===== src/rtl/arb_pkg.sv =====
`default_nettype none
// ============================================================================
// Module  : arb_pkg
// Purpose : Shared FSM state encoding and arbitration-mode constants.
// Rev     : 1.0
// ============================================================================
package arb_pkg;

  typedef enum logic [1:0] {
    IDLE   = 2'd0,
    I_WAIT = 2'd1,
    D_WAIT = 2'd2,
    RESP   = 2'd3
  } state_e;

  localparam int ARB_DPRI = 0;
  localparam int ARB_RR   = 1;

endpackage
`default_nettype wire


===== src/rtl/mem_arbiter.sv =====
`default_nettype none
// ============================================================================
// Module  : mem_arbiter
// Purpose : Arbitrates instruction fetch and data load/store onto one RAM port.
// Rev     : 1.0
// ============================================================================
module mem_arbiter
  import arb_pkg::*;
#(
  parameter int ADDR_W   = 32,
  parameter int DATA_W   = 32,
  parameter int RAM_LAT  = 2,
  parameter int ARB_MODE = 0
) (
  input  logic              clk,
  input  logic              nRST,
  input  logic              i_req,
  input  logic [ADDR_W-1:0] i_addr,
  output logic              i_ready,
  output logic [DATA_W-1:0] i_rdata,
  input  logic              d_ren,
  input  logic              d_wen,
  input  logic [ADDR_W-1:0] d_addr,
  input  logic [DATA_W-1:0] d_wdata,
  output logic              d_ready,
  output logic [DATA_W-1:0] d_rdata,
  output logic [ADDR_W-1:0] ram_addr,
  output logic [DATA_W-1:0] ram_wdata,
  output logic              ram_ren,
  output logic              ram_wen,
  input  logic [DATA_W-1:0] ram_rdata,
  input  logic              ram_busy
);

  localparam int              CNT_W    = $clog2(RAM_LAT + 1);
  localparam logic [CNT_W-1:0] CNT_LAST = CNT_W'(RAM_LAT - 1);

  state_e              state_q, state_d;
  logic [CNT_W-1:0]    cnt_q, cnt_d;
  // Side of the current/most recent grant: 1 = data, 0 = instruction.
  logic                last_d_q, last_d_d;
  logic                wr_q, wr_d;
  logic [ADDR_W-1:0]   addr_q, addr_d;
  logic [DATA_W-1:0]   wdata_q, wdata_d;
  logic [DATA_W-1:0]   i_rdata_q, i_rdata_d;
  logic [DATA_W-1:0]   d_rdata_q, d_rdata_d;

  logic                w_d_req;
  logic                w_grant_d;

  assign w_d_req   = d_ren | d_wen;
  assign w_grant_d = w_d_req &
                     (!i_req || (ARB_MODE == ARB_DPRI) || !last_d_q);

  always_ff @(posedge clk or negedge nRST) begin
    if (!nRST) begin
      state_q   <= IDLE;
      cnt_q     <= '0;
      last_d_q  <= 1'b0;
      wr_q      <= 1'b0;
      addr_q    <= '0;
      wdata_q   <= '0;
      i_rdata_q <= '0;
      d_rdata_q <= '0;
    end else begin
      state_q   <= state_d;
      cnt_q     <= cnt_d;
      last_d_q  <= last_d_d;
      wr_q      <= wr_d;
      addr_q    <= addr_d;
      wdata_q   <= wdata_d;
      i_rdata_q <= i_rdata_d;
      d_rdata_q <= d_rdata_d;
    end
  end

  always_comb begin
    state_d   = state_q;
    cnt_d     = cnt_q;
    last_d_d  = last_d_q;
    wr_d      = wr_q;
    addr_d    = addr_q;
    wdata_d   = wdata_q;
    i_rdata_d = i_rdata_q;
    d_rdata_d = d_rdata_q;

    case (state_q)
      IDLE: begin
        if (i_req || w_d_req) begin
          cnt_d    = '0;
          last_d_d = w_grant_d;
          if (w_grant_d) begin
            state_d = D_WAIT;
            addr_d  = d_addr;
            wdata_d = d_wdata;
            wr_d    = d_wen;
          end else begin
            state_d = I_WAIT;
            addr_d  = i_addr;
            wr_d    = 1'b0;
          end
        end
      end
      I_WAIT, D_WAIT: begin
        // A stalled RAM freezes everything, including the counter.
        if (!ram_busy) begin
          if (cnt_q == CNT_LAST) begin
            state_d = RESP;
            if (state_q == I_WAIT) begin
              i_rdata_d = ram_rdata;
            end else if (!wr_q) begin
              d_rdata_d = ram_rdata;
            end
          end else begin
            cnt_d = cnt_q + CNT_W'(1);
          end
        end
      end
      RESP: begin
        state_d = IDLE;
      end
      default: begin
        state_d = IDLE;
      end
    endcase
  end

  assign ram_ren   = (state_q == I_WAIT) || ((state_q == D_WAIT) && !wr_q);
  assign ram_wen   = (state_q == D_WAIT) && wr_q;
  assign i_ready   = (state_q == RESP) && !last_d_q;
  assign d_ready   = (state_q == RESP) && last_d_q;
  assign ram_addr  = addr_q;
  assign ram_wdata = wdata_q;
  assign i_rdata   = i_rdata_q;
  assign d_rdata   = d_rdata_q;

endmodule
`default_nettype wire


===== config.mk =====
export PLATFORM = sky130hd
export DESIGN_NAME = mem_arbiter
export DESIGN_NICKNAME = d
export VERILOG_FILES = /design/src/rtl/arb_pkg.sv /design/src/rtl/mem_arbiter.sv
export SDC_FILE = /design/constraint.sdc
export NUM_CORES = 1
export LEC_CHECK = 0
export BUFFER_PORTS_ARGS = -buffer_cell sky130_fd_sc_hd__buf_4
export CAP_MARGIN = 25
export CORE_MARGIN = 2
export CORE_UTILIZATION = 46
export DETAILED_ROUTE_END_ITERATION = 8
export GPL_ROUTABILITY_DRIVEN = 0
export GPL_TIMING_DRIVEN = 0
export PLACE_DENSITY_LB_ADDON = 0.08
export SLEW_MARGIN = 10
export SYNTH_ARGS = -nofsm -noshare
export SYNTH_HDL_FRONTEND = slang
export SYNTH_SLANG_ARGS = --single-unit

===== constraint.sdc =====
create_clock -name clk -period 1.94 [get_ports clk]
set_input_delay 0.388 -clock clk [delete_from_list [all_inputs] [get_ports clk]]
set_output_delay 0.388 -clock clk [all_outputs]
set_load 0.005 [all_outputs]

==> results by group <==
Clock network
  • CTS tree: yes
  • Post-CTS Setup Bufs: 0
  • Total clock sinks: 134
  • CTS root buffer: clkbuf_16
  • Clock Latency Late Sink: 0.42 ns
  • Clk slew on worst S/H paths: 0.06 ns
  • Clock buffer depth: 2
  • Hold Buf Count CTS: 1
  • Post-CTS sizing: 0
  • Total CTS buffers: 17
  • H-tree depth: 4

Die
  • Die height: 114 um
  • Die Wd: 114 um
  • Starting Density: 46.9%
  • I/O pins: 266
  • Site Rows: 40
  • Core area: 11900 sq um
  • Die Area: 13000 sq um

Route
  • Routed vias/inst: 4.97
  • First DRT Iteration DRCs: 148
  • Via count: 4156
  • Drt first pass iters: 4
  • Wire per inst: 16.5 um
  • Drt drc: 0
  • Total routed wirelength: 13800 um
  • Remaining antenna violation count: 0

Pwr
  • Clk pwr share: 26.1%
  • Int Pwr: 9.99 mW
  • Psw: 4.03 mW
  • Share of total power in sequential cells: 35.4%
  • Leak pwr: 4.20 nW
  • VDD IR max: 0.894 mV
  • Pwr per Cell Area: 1660 nW/um^2
  • Switching share of power: 28.8%
  • Total power: 14.0 mW
  • Logic gate share of total power: 38.5%

Timing
  • FMAX: 0.552 GHz
  • Max Slew Vio Count: 0
  • Clock Skews: 0.00431 ns
  • Relative slew slack: 61.0%
  • RSZ-0062 raised after global routing: false
  • Setup_tns: 0 ns
  • Setup violators final: 0
  • Fin crit period: 1.81 ns
  • Worst-Margin Slew: 0.586 ns
  • Crit share post-route: 93.4%
  • Fin. Hold Viols: 0
  • Setup ws final: 0.128 ns

Global route
  • Pin count of the biggest net entering global routing: 73
  • Initial antenna violation count: 0
  • GR Overflow Total: 0
  • Vias in the first global route: 4332
  • First-pass GRT wire length: 21800 um
  • GRT Overall Usage: 21.9%

Critical path
  • Reg2reg setup slack: 0.16 ns
  • Family with the most delay on the worst path: flip-flops
  • Data arrival time of the critical path: 1.42 ns
  • FF-to-FF Start: state_q[0]
  • CP max stage delay: 0.40 ns
  • Crit Path Category: reg2out
  • Slowest-stage cell, CP: dfrtp_1
  • Startpoint class of the critical path: flip-flop
  • Buffers plus inverters on the worst setup path: 2
  • Worst path cell trace: inv_1, ha_1, a21o_1, buf_4
  • Worst reg2reg endpoint: cnt_q[0]
  • Crit path launch: state_q[1]
  • Worst-path fanout max: 4
  • R2R depth: 5
  • Worst EP required: 1.55 ns
  • Endpoint class of the critical path: primary output

Synthesis
  • Synth Area in Compound Gates: 5.13%
  • YS warnings: 0
  • Mux contribution to synthesized area: 25.2%
  • Adder-cell share of the synthesized area: 1.34%
  • Synthesized area per cell: 14.2 sq um
  • Ys async rst share: 100%
  • Cell area after synthesis: 5590 sq um
  • Top_reg_cell synth: dfrtp_1
  • Flops & latches, synth: 134
  • Post-synth cell types: 37
  • Post-synth EDFFs: 0
  • Post-Synth XOR/XNOR Area: 0%
  • Gate count after technology mapping: 393
  • Share of the synthesized area in the top cell type: 60.0%
  • Top post-synthesis cells by area: dfrtp_1 60%, mux2_2 19%, mux2i_1 5.7%
  • Net Count, Synth: 533
  • Simple-gate share of the synthesized area: 4.75%
  • Cell taking the most area after synthesis: dfrtp_1
  • Main combinational cell family by area after synthesis: multiplexers
  • Sequential fraction of the synthesis area: 60.0%

Finish
  • Nets: 817
  • P&R area growth vs syn: 51.5%
  • Fillers: 866
  • Most common cell after layout, fill and taps aside: buf_4
  • Commonest cells after routing, fill and taps aside: 268 x buf_4, 134 x dfrtp_1, 93 x mux2_2, 39 x nand2_1, 32 x mux2i_1
  • Diode count: 0
  • Ratio of cells with drive above 1 in the final layout: 60.3%

Job
  • Max cap viols: 0

Run status
  • Status: complete, no violations

Worst hold path
  • Worst Hold Class: in2reg
  • Hold Path Depth: 2
  • Hold wc startpoint: ram_rdata[5]
  • Hold endpoint: i_rdata[5]

Placed design
  • Dpl ws: 0.165 ns
  • Post-DP HPWL: 10500 um
  • PortBufs: 263
[Yosys cell counts (all sizes together) (2+ instances only)]
library cell,number
dfrtp,134
mux2,96
nand2,40
o21ai,33
mux2i,32
buf,20
ha,6
inv,4
nor2,3
nor2b,3
a2bb2oi,2
and2,2
clkbuf,2
[logic make-up after synthesis]
kind of cell               count (synthesis)
DFF                                      134
muxes                                    128
and+or+nand+nor                           53
AOI/OAI and AO/OA                         46
buffers and inverters                     26
adders and majority gates                  6
[power groups by stage]
| stage | combinational (mW) | sequential (mW) | clock (mW) |
|---|---|---|---|
| after global placement | 5.32 | 4.90 | 0 |
| final | 5.40 | 4.97 | 3.66 |
| after floorplan | 2.38 | 5.02 | 0 |
| after CTS | 5.49 | 4.97 | 3.70 |
| after detailed placement | 5.48 | 4.98 | 0 |
| after global routing | 5.91 | 5.13 | 3.84 |
[sequential cells by signal (all words and copies together), names as in the netlist]
| name | count |
|---|---|
| cnt_q | 2 |
| d_rdata | 32 |
| i_rdata | 32 |
| last_d_q | 1 |
| ram_addr | 32 |
| ram_wdata | 32 |
| state_q | 2 |
| wr_q | 1 |
[area by class of cell]
cell class	instances	area, sq um	area share [%]
flip-flops and latches	134	3350	39.6
multi-input cells	233	2030	24.0
repair buffers	265	2020	23.8
clock buffers	19	453	5.35
clock inverters	13	226	2.68
plain buffers	22	185	2.19
well taps	147	184	2.17
inverters	4	15.0	0.177
[stage by stage]
stage                     hold WS, ns  cells  util (%)  instance area [sq um]
final                           0.198    837      71.1                   8460
after global routing            0.184    837      71.1                   8460
after CTS                       0.182    837      71.1                   8460
after detailed placement        0.412    804      65.3                   7770
after global placement          0.466    803      65.0                   7740
after floorplan                0.0924    393         -                   5590
[worst max-delay path by stage]
stage | to | cells after the start
6_report | ram_ren | 4
5_1_grt | cnt_q[0] | 5
3_5_place_dp | cnt_q[0] | 5
4_1_cts | ram_ren | 4
2_1_floorplan | cnt_q[0] | 6
3_3_place_gp | ram_wdata[6] | 1
[layer usage]
metal / routed length [um] / share of wire (%) / GRT usage, %
met4: 284 / 2.1 / 9.27
met1: 5420 / 39 / 25.7
met3: 987 / 7.1 / 7.20
met5: 0 / 0 / 0
met2: 7150 / 52 / 36.9
No activity file was read; power rests on OpenSTA's default activity.
